### config.mk
export PLATFORM = sky130hd
export DESIGN_NAME = imm_extend_pipe
export DESIGN_NICKNAME = d
export VERILOG_FILES = /design/src/rtl/imm_extend_pipe.sv
export SDC_FILE = /design/constraint.sdc
export NUM_CORES = 1
export LEC_CHECK = 0
export ABC_AREA = 1
export BUFFER_PORTS_ARGS = -buffer_cell sky130_fd_sc_hd__clkbuf_2
export CAP_MARGIN = 20
export CORE_AREA = 10 10 100 102
export CTS_BUF_LIST = sky130_fd_sc_hd__clkbuf_8
export CTS_CLUSTER_DIAMETER = 50
export CTS_CLUSTER_SIZE = 30
export DETAILED_ROUTE_END_ITERATION = 8
export DIE_AREA = 0 0 110 112
export PLACE_DENSITY = 0.72
export SLEW_MARGIN = 30
export SYNTH_ARGS = -nofsm -noshare
export SYNTH_HDL_FRONTEND = slang
export SYNTH_SLANG_ARGS = --single-unit
### constraint.sdc
create_clock -name clk -period 5 [get_ports clk]
set_input_delay 0.75 -clock clk [delete_from_list [all_inputs] [get_ports clk]]
set_output_delay 0.75 -clock clk [all_outputs]
set_load 0.01 [all_outputs]
### src/rtl/imm_extend_pipe.sv
// Registered immediate generator with a two-entry skid buffer (valid/ready in and out).
// Optional macro IMM_ERR_EN adds the imm_err output flagging the reserved format 3'b111.
module imm_extend_pipe #(
  parameter int XLEN  = 32,
  parameter int TAG_W = 5
) (
  input  logic             clk,
  input  logic             reset,
  input  logic             in_valid,
  output logic             in_ready,
  input  logic [24:0]      instr,
  input  logic [2:0]       ImmSrc,
  input  logic [TAG_W-1:0] in_tag,
  output logic             out_valid,
  input  logic             out_ready,
  output logic [XLEN-1:0]  ImmExt,
  output logic [TAG_W-1:0] out_tag
`ifdef IMM_ERR_EN
  ,
  output logic             imm_err
`endif
);

`ifdef IMM_ERR_EN
  localparam int PW = XLEN + TAG_W + 1;
`else
  localparam int PW = XLEN + TAG_W;
`endif

  typedef enum logic [1:0] {
    EMPTY = 2'd0,
    ONE   = 2'd1,
    TWO   = 2'd2
  } occ_e;

  occ_e          state_q, state_d;
  logic [PW-1:0] main_q, main_d;
  logic [PW-1:0] skid_q, skid_d;
  logic [PW-1:0] in_item_s;
  logic          push_s;
  logic          pop_s;

  // instr[k] lives at ins[k-7]; signed formats are assembled at 32 bits, then widened.
  function automatic logic [XLEN-1:0] decode_imm(input logic [24:0] ins, input logic [2:0] sel);
    logic [31:0]     w;
    logic            sx;
    logic [XLEN-1:0] imm;
    w   = 32'd0;
    sx  = 1'b1;
    imm = {XLEN{1'b0}};
    case (sel)
      3'b000: w = {{20{ins[24]}}, ins[24:13]};
      3'b001: w = {{20{ins[24]}}, ins[24:18], ins[4:0]};
      3'b010: w = {{19{ins[24]}}, ins[24], ins[0], ins[23:18], ins[4:1], 1'b0};
      3'b011: w = {{11{ins[24]}}, ins[24], ins[12:5], ins[13], ins[23:14], 1'b0};
      3'b100: w = {ins[24:5], 12'h000};
      3'b101: begin
        w  = {27'd0, ins[12:8]};
        sx = 1'b0;
      end
      3'b110: begin
        w  = (XLEN == 64) ? {26'd0, ins[18:13]} : {27'd0, ins[17:13]};
        sx = 1'b0;
      end
      default: w = {ins[24:5], 12'h000};
    endcase
    if (sx) begin
      imm = XLEN'($signed(w));
    end else begin
      imm = XLEN'(w);
    end
    return imm;
  endfunction

`ifdef IMM_ERR_EN
  assign in_item_s = {decode_imm(instr, ImmSrc), in_tag, (ImmSrc == 3'b111)};
  assign {ImmExt, out_tag, imm_err} = main_q;
`else
  assign in_item_s = {decode_imm(instr, ImmSrc), in_tag};
  assign {ImmExt, out_tag} = main_q;
`endif

  // Readiness comes from registered occupancy only, so downstream stalls never reach upstream combinationally.
  assign in_ready  = (state_q != TWO) && !reset;
  assign out_valid = (state_q != EMPTY);
  assign push_s    = in_valid && in_ready;
  assign pop_s     = out_valid && out_ready;

  // Occupancy next-state and main/skid steering.
  always_comb begin
    state_d = state_q;
    main_d  = main_q;
    skid_d  = skid_q;
    case (state_q)
      EMPTY: begin
        if (push_s) begin
          main_d  = in_item_s;
          state_d = ONE;
        end else begin
          state_d = EMPTY;
        end
      end
      ONE: begin
        if (push_s && pop_s) begin
          main_d  = in_item_s;
          state_d = ONE;
        end else if (push_s) begin
          skid_d  = in_item_s;
          state_d = TWO;
        end else if (pop_s) begin
          state_d = EMPTY;
        end else begin
          state_d = ONE;
        end
      end
      TWO: begin
        if (pop_s) begin
          main_d  = skid_q;
          state_d = ONE;
        end else begin
          state_d = TWO;
        end
      end
      default: begin
        state_d = EMPTY;
      end
    endcase
  end

  // State and storage registers; reset drops any buffered items.
  always_ff @(posedge clk) begin
    if (reset) begin
      state_q <= EMPTY;
      main_q  <= {PW{1'b0}};
      skid_q  <= {PW{1'b0}};
    end else begin
      state_q <= state_d;
      main_q  <= main_d;
      skid_q  <= skid_d;
    end
  end

endmodule

-- Word level (Yosys, flattened, before mapping)
Index checks and enable logic that the tools add are counted.
- flip-flop bits (word level): 76
- input port bits: 37
- muxes and demuxes: 11
- bitwise operators: 1
- reduce and logical (&&, ||, !) cells: 11
- equal/unequal tests: 11
- operator list (cell ; count):
    32-bit case mux with 6 select lines ; 1
    37-bit 2-to-1 mux ; 3
    37-bit case mux with 3 select lines ; 1
    2-bit != test (second input constant) ; 4
    3-bit by 2-bit == test with 1-bit output (second input constant) ; 2
    3-bit == test (second input constant) ; 2
    2-bit 2-to-1 mux ; 3
    2-bit case mux with 3 select lines ; 1
    1-bit logical AND ; 4
    4-bit AND reduction ; 1
    3-bit by 1-bit == test with 1-bit output (second input constant) ; 1
    3-bit zero test ; 1
    3-bit AND reduction ; 1
    3-bit nonzero test ; 1
    2-bit by 1-bit == test with 1-bit output (second input constant) ; 1
    2-bit == test (second input constant) ; 1
    2-bit zero test ; 1
    1-bit 2-to-1 mux ; 2
    2-bit nonzero test ; 1
    1-bit zero test ; 1
    1-bit NOT ; 1

-- Depth between registers and ports, before layout
- depth in word-level cells: 6
- depth in mapped cells: 12

-- Least setup slack after synthesis
OpenSTA, ideal clock, no wires.
- path type: input port to output port
- start point: input reset
- end point: output in_ready
- stages: 3
- arrival: 1.419 ns
- path slack: 2.831 ns
- path through: clkbuf_1 -> clkbuf_1 -> nor2_1
- longest elaborated chain between the ends: 2
- ends and longest elaborated chain (item ; line ; RTL):
    start: declaration ; 8 ; input logic reset,
    1-bit zero test ; 84 ; assign in_ready = (state_q != TWO) && !reset;
    1-bit logical AND ; 84 ;
    end: declaration ; 10 ; output logic in_ready,
No other way between the ends.

-- Worst setup path after layout
- start point: register state_q[0]
- end point: register main_q[16]
- longest elaborated chain between the ends: 6
- ends and longest elaborated chain (item ; line ; RTL):
    start: declaration ; 36 ; occ_e state_q, state_d;
    start signal: assignment ; 137 ; state_q <= state_d;
    2-bit != test ; 84 ;
    1-bit logical AND ; 84 ;
    1-bit logical AND ; 86 ; assign push_s = in_valid && in_ready;
    1-bit logical AND ; 104 ; if (push_s && pop_s) begin
    2-bit != test (no line) ; n/a ;
    4-bit AND reduction (no line) ; n/a ;
    end signal: assignment ; 134 ; main_q <= {PW{1'b0}};
    end signal: assignment ; 138 ; main_q <= main_d;
    end: declaration ; 37 ; logic [PW-1:0] main_q, main_d;
Parallel ways exist; a longest one is shown, timed or not.
A chain may end at the register's enable or synchronous reset.

==> results.cfg <==
[drt]
dr.first_iter.drc_count = 196
vias = 3936
vias_per_cell = 5.04
finalWirelength_mm = 9.67
antenna_left = 0
avgRoutedWirePerCell_um = 12.4
dr.pass1.iters = 4
drc = 0

[floorplanning]
start_util = 0.491
fp.dieH_um = 112
die_area_um2 = 12300
coreArea_um2 = 8050
rows = 33
io_pins = 76
die_width_um = 110

[placement]
portBuffers = 75
dp_hpwl_mm = 6.89
preCtsSetupSlack_ns = 1.87
dpl_cell_area_um2 = 4290
gp_congestion = 0.877

[timing]
clock-skew-final_ns = 0.00787
finalSetupViolCount = 0
period_share = 0.600
final_max_slew_viol_count = 0
tightest_slew_ns = 0.651
timing.slew.headroom = 0.566
setup_tns_ns = 0
setup_slack_ns = 2.00
timing.hold.ws_ns = 0.452
rsz0062_at_grt = no
fin_crit_ns = 3.00
fmax_mhz = 333
hold_violations = 0

[power]
p_leak_nw = 2.36
irDropWorstVdd_mv = 0.166
powerDensity_nw_per_um2 = 326

[global_routing]
grt_usage = 0.159
grt_pass1_wl_mm = 16.4
grt-ovfl-total = 0
grt_pass1_vias = 3679
antenna_found_initial = 0
grt_max_degree = 62

[logic_synthesis]
async_flop_share = 0
synth_edf_count = 0
synth_area_leaders = dfxtp_1 38%, nand2_1 13%, inv_1 8.5%, nor2_1 8.3%, a21oi_1 7.7%
yosysWarnings = 0
ys_seq_area_frac = 0.385
synth_top_area_frac = 0.385
syn-num-nets = 662
synth-main-ff-cell = dfxtp_1
syn_area_um2 = 3950
yosys-top-cells-count = 142 x nand2_1, 90 x inv_1, 87 x nor2_1, 76 x dfxtp_1, 61 x a21oi_1
synthCells = 623
synth_seq_cells = 76
synth_most_common_cell = nand2_1
yosysTopAreaCell = dfxtp_1
yosys.cell_types.count = 25
syn_avg_cell_area_um2 = 6.34

[setup_path]
cp-start-kind = register
path_class = reg -> reg
end_kind = register
arrival_ns = 3.26
cp.required_ns = 5.25
cp_max_fo = 61

[cts]
post_cts_buffers = 0
clock-sinks = 76
post_cts_resize_count = 0
insertion_delay_ns = 0.35
clkTransAtPathRegs_ns = 0.09
root_buffer = clkbuf_8
hold_buffers = 0
cts.path.max_buffers = 2
cts_made_buffers = 9
cts_tree = built
htreeDepth = 3

[finish]
fin_nets = 710
fin_area_um2 = 4510
n_antenna_cell = 0
area_growth_pct = 14.1
drive_above_1_share = 0.157

[worst_hold_path]
min-delay-path-class = reg -> reg

[outcome]
status = complete, no violations

[run]
maxCapViolCount = 0
-- layout by cell type (no fill, tap or decap), types with 2 or more instances in the layout --
cell | synthesis | routed
o211ai_1 | 2 | 2
nand2_1 | 142 | 142
nor2_4 | 2 | 2
nor2_1 | 87 | 87
clkinv_4 | 0 | 2
buf_4 | 3 | 2
inv_1 | 90 | 90
nand3_1 | 26 | 25
bufinv_16 | 0 | 2
o21ai_0 | 59 | 59
clkbuf_2 | 0 | 75
nand4_1 | 21 | 21
nand2_4 | 1 | 2
o21ai_1 | 2 | 2
clkbuf_8 | 0 | 9
inv_2 | 5 | 5
a21oi_1 | 61 | 61
dfxtp_1 | 76 | 76
ha_1 | 2 | 2
-- critical path, cell delays in order, from the launching register on --
cell and delay, ns:
dfxtp_1 0.40, inv_2 0.08, nand2_4 0.43, inv_2 0.26, nor3_1 0.36, ha_1 0.22
a21oi_1 0.06, nor2_1 0.17, nand2_4 0.34, inv_2 0.34, nand2_1 0.08, nor2_1 0.12
nor2_1 0.05
-- cell type report --
type / count / area (um^2)
inverters: 95 / 357
repair buffers: 77 / 390
fillers: 848 / 3540
clock buffers: 9 / 124
well taps: 105 / 131
multi-input cells: 412 / 1890
flip-flops and latches: 76 / 1520
clock inverters: 7 / 98.8
-- path summary, 6_finish.rpt --
check	startpoint	slack [ns]	cells after the start	endpoint
max	state_q[0]$_SDFF_PP0_	2.00	12	main_q[16]$_SDFFE_PP0P_
min	skid_q[2]$_SDFFE_PP0P_	0.45	2	skid_q[2]$_SDFFE_PP0P_
max reg2reg	state_q[0]$_SDFF_PP0_	2.00	12	main_q[16]$_SDFFE_PP0P_
min reg2reg	skid_q[2]$_SDFFE_PP0P_	0.45	2	skid_q[2]$_SDFFE_PP0P_
-- where the power goes --
group	internal (mW)	leakage, nW	switching [mW]
registers	0.651	0.622	0.0210
clock network	0.283	0.110	0.241
logic	0.0950	1.63	0.178
-- layer usage --
metal | vias to the layer above | share of wire | track usage
met2 | 106 | 0.47 | 0.268
met5 | - | 0 | 0
met3 | 13 | 0.086 | 0.0571
met1 | 1769 | 0.43 | 0.187
li1 | 2048 | - | -
met4 | 0 | 0.0097 | 0.0356
-- cell families after synthesis --
family / count (synthesis) / share of synthesized area
AOI/OAI and AO/OA: 127 / 0.167
adders and majority gates: 2 / 0.00633
buffers and inverters: 135 / 0.141
DFF: 76 / 0.385
and+or+nand+nor: 283 / 0.302
-- metrics by stage --
step | utilization | std cells | power (mW)
2_1_floorplan | - | 623 | 0.876
3_3_place_gp | 0.532 | 765 | 0.957
3_5_place_dp | 0.532 | 765 | 0.963
4_1_cts | 0.560 | 781 | 1.49
5_1_grt | 0.560 | 781 | 1.55
6_report | 0.560 | 781 | 1.47
-- flip-flops by register name, summed over array words and instances, names as in the netlist --
name     count
skid_q      37
main_q      37
state_q      2
Power figures use the tool's default switching activity.
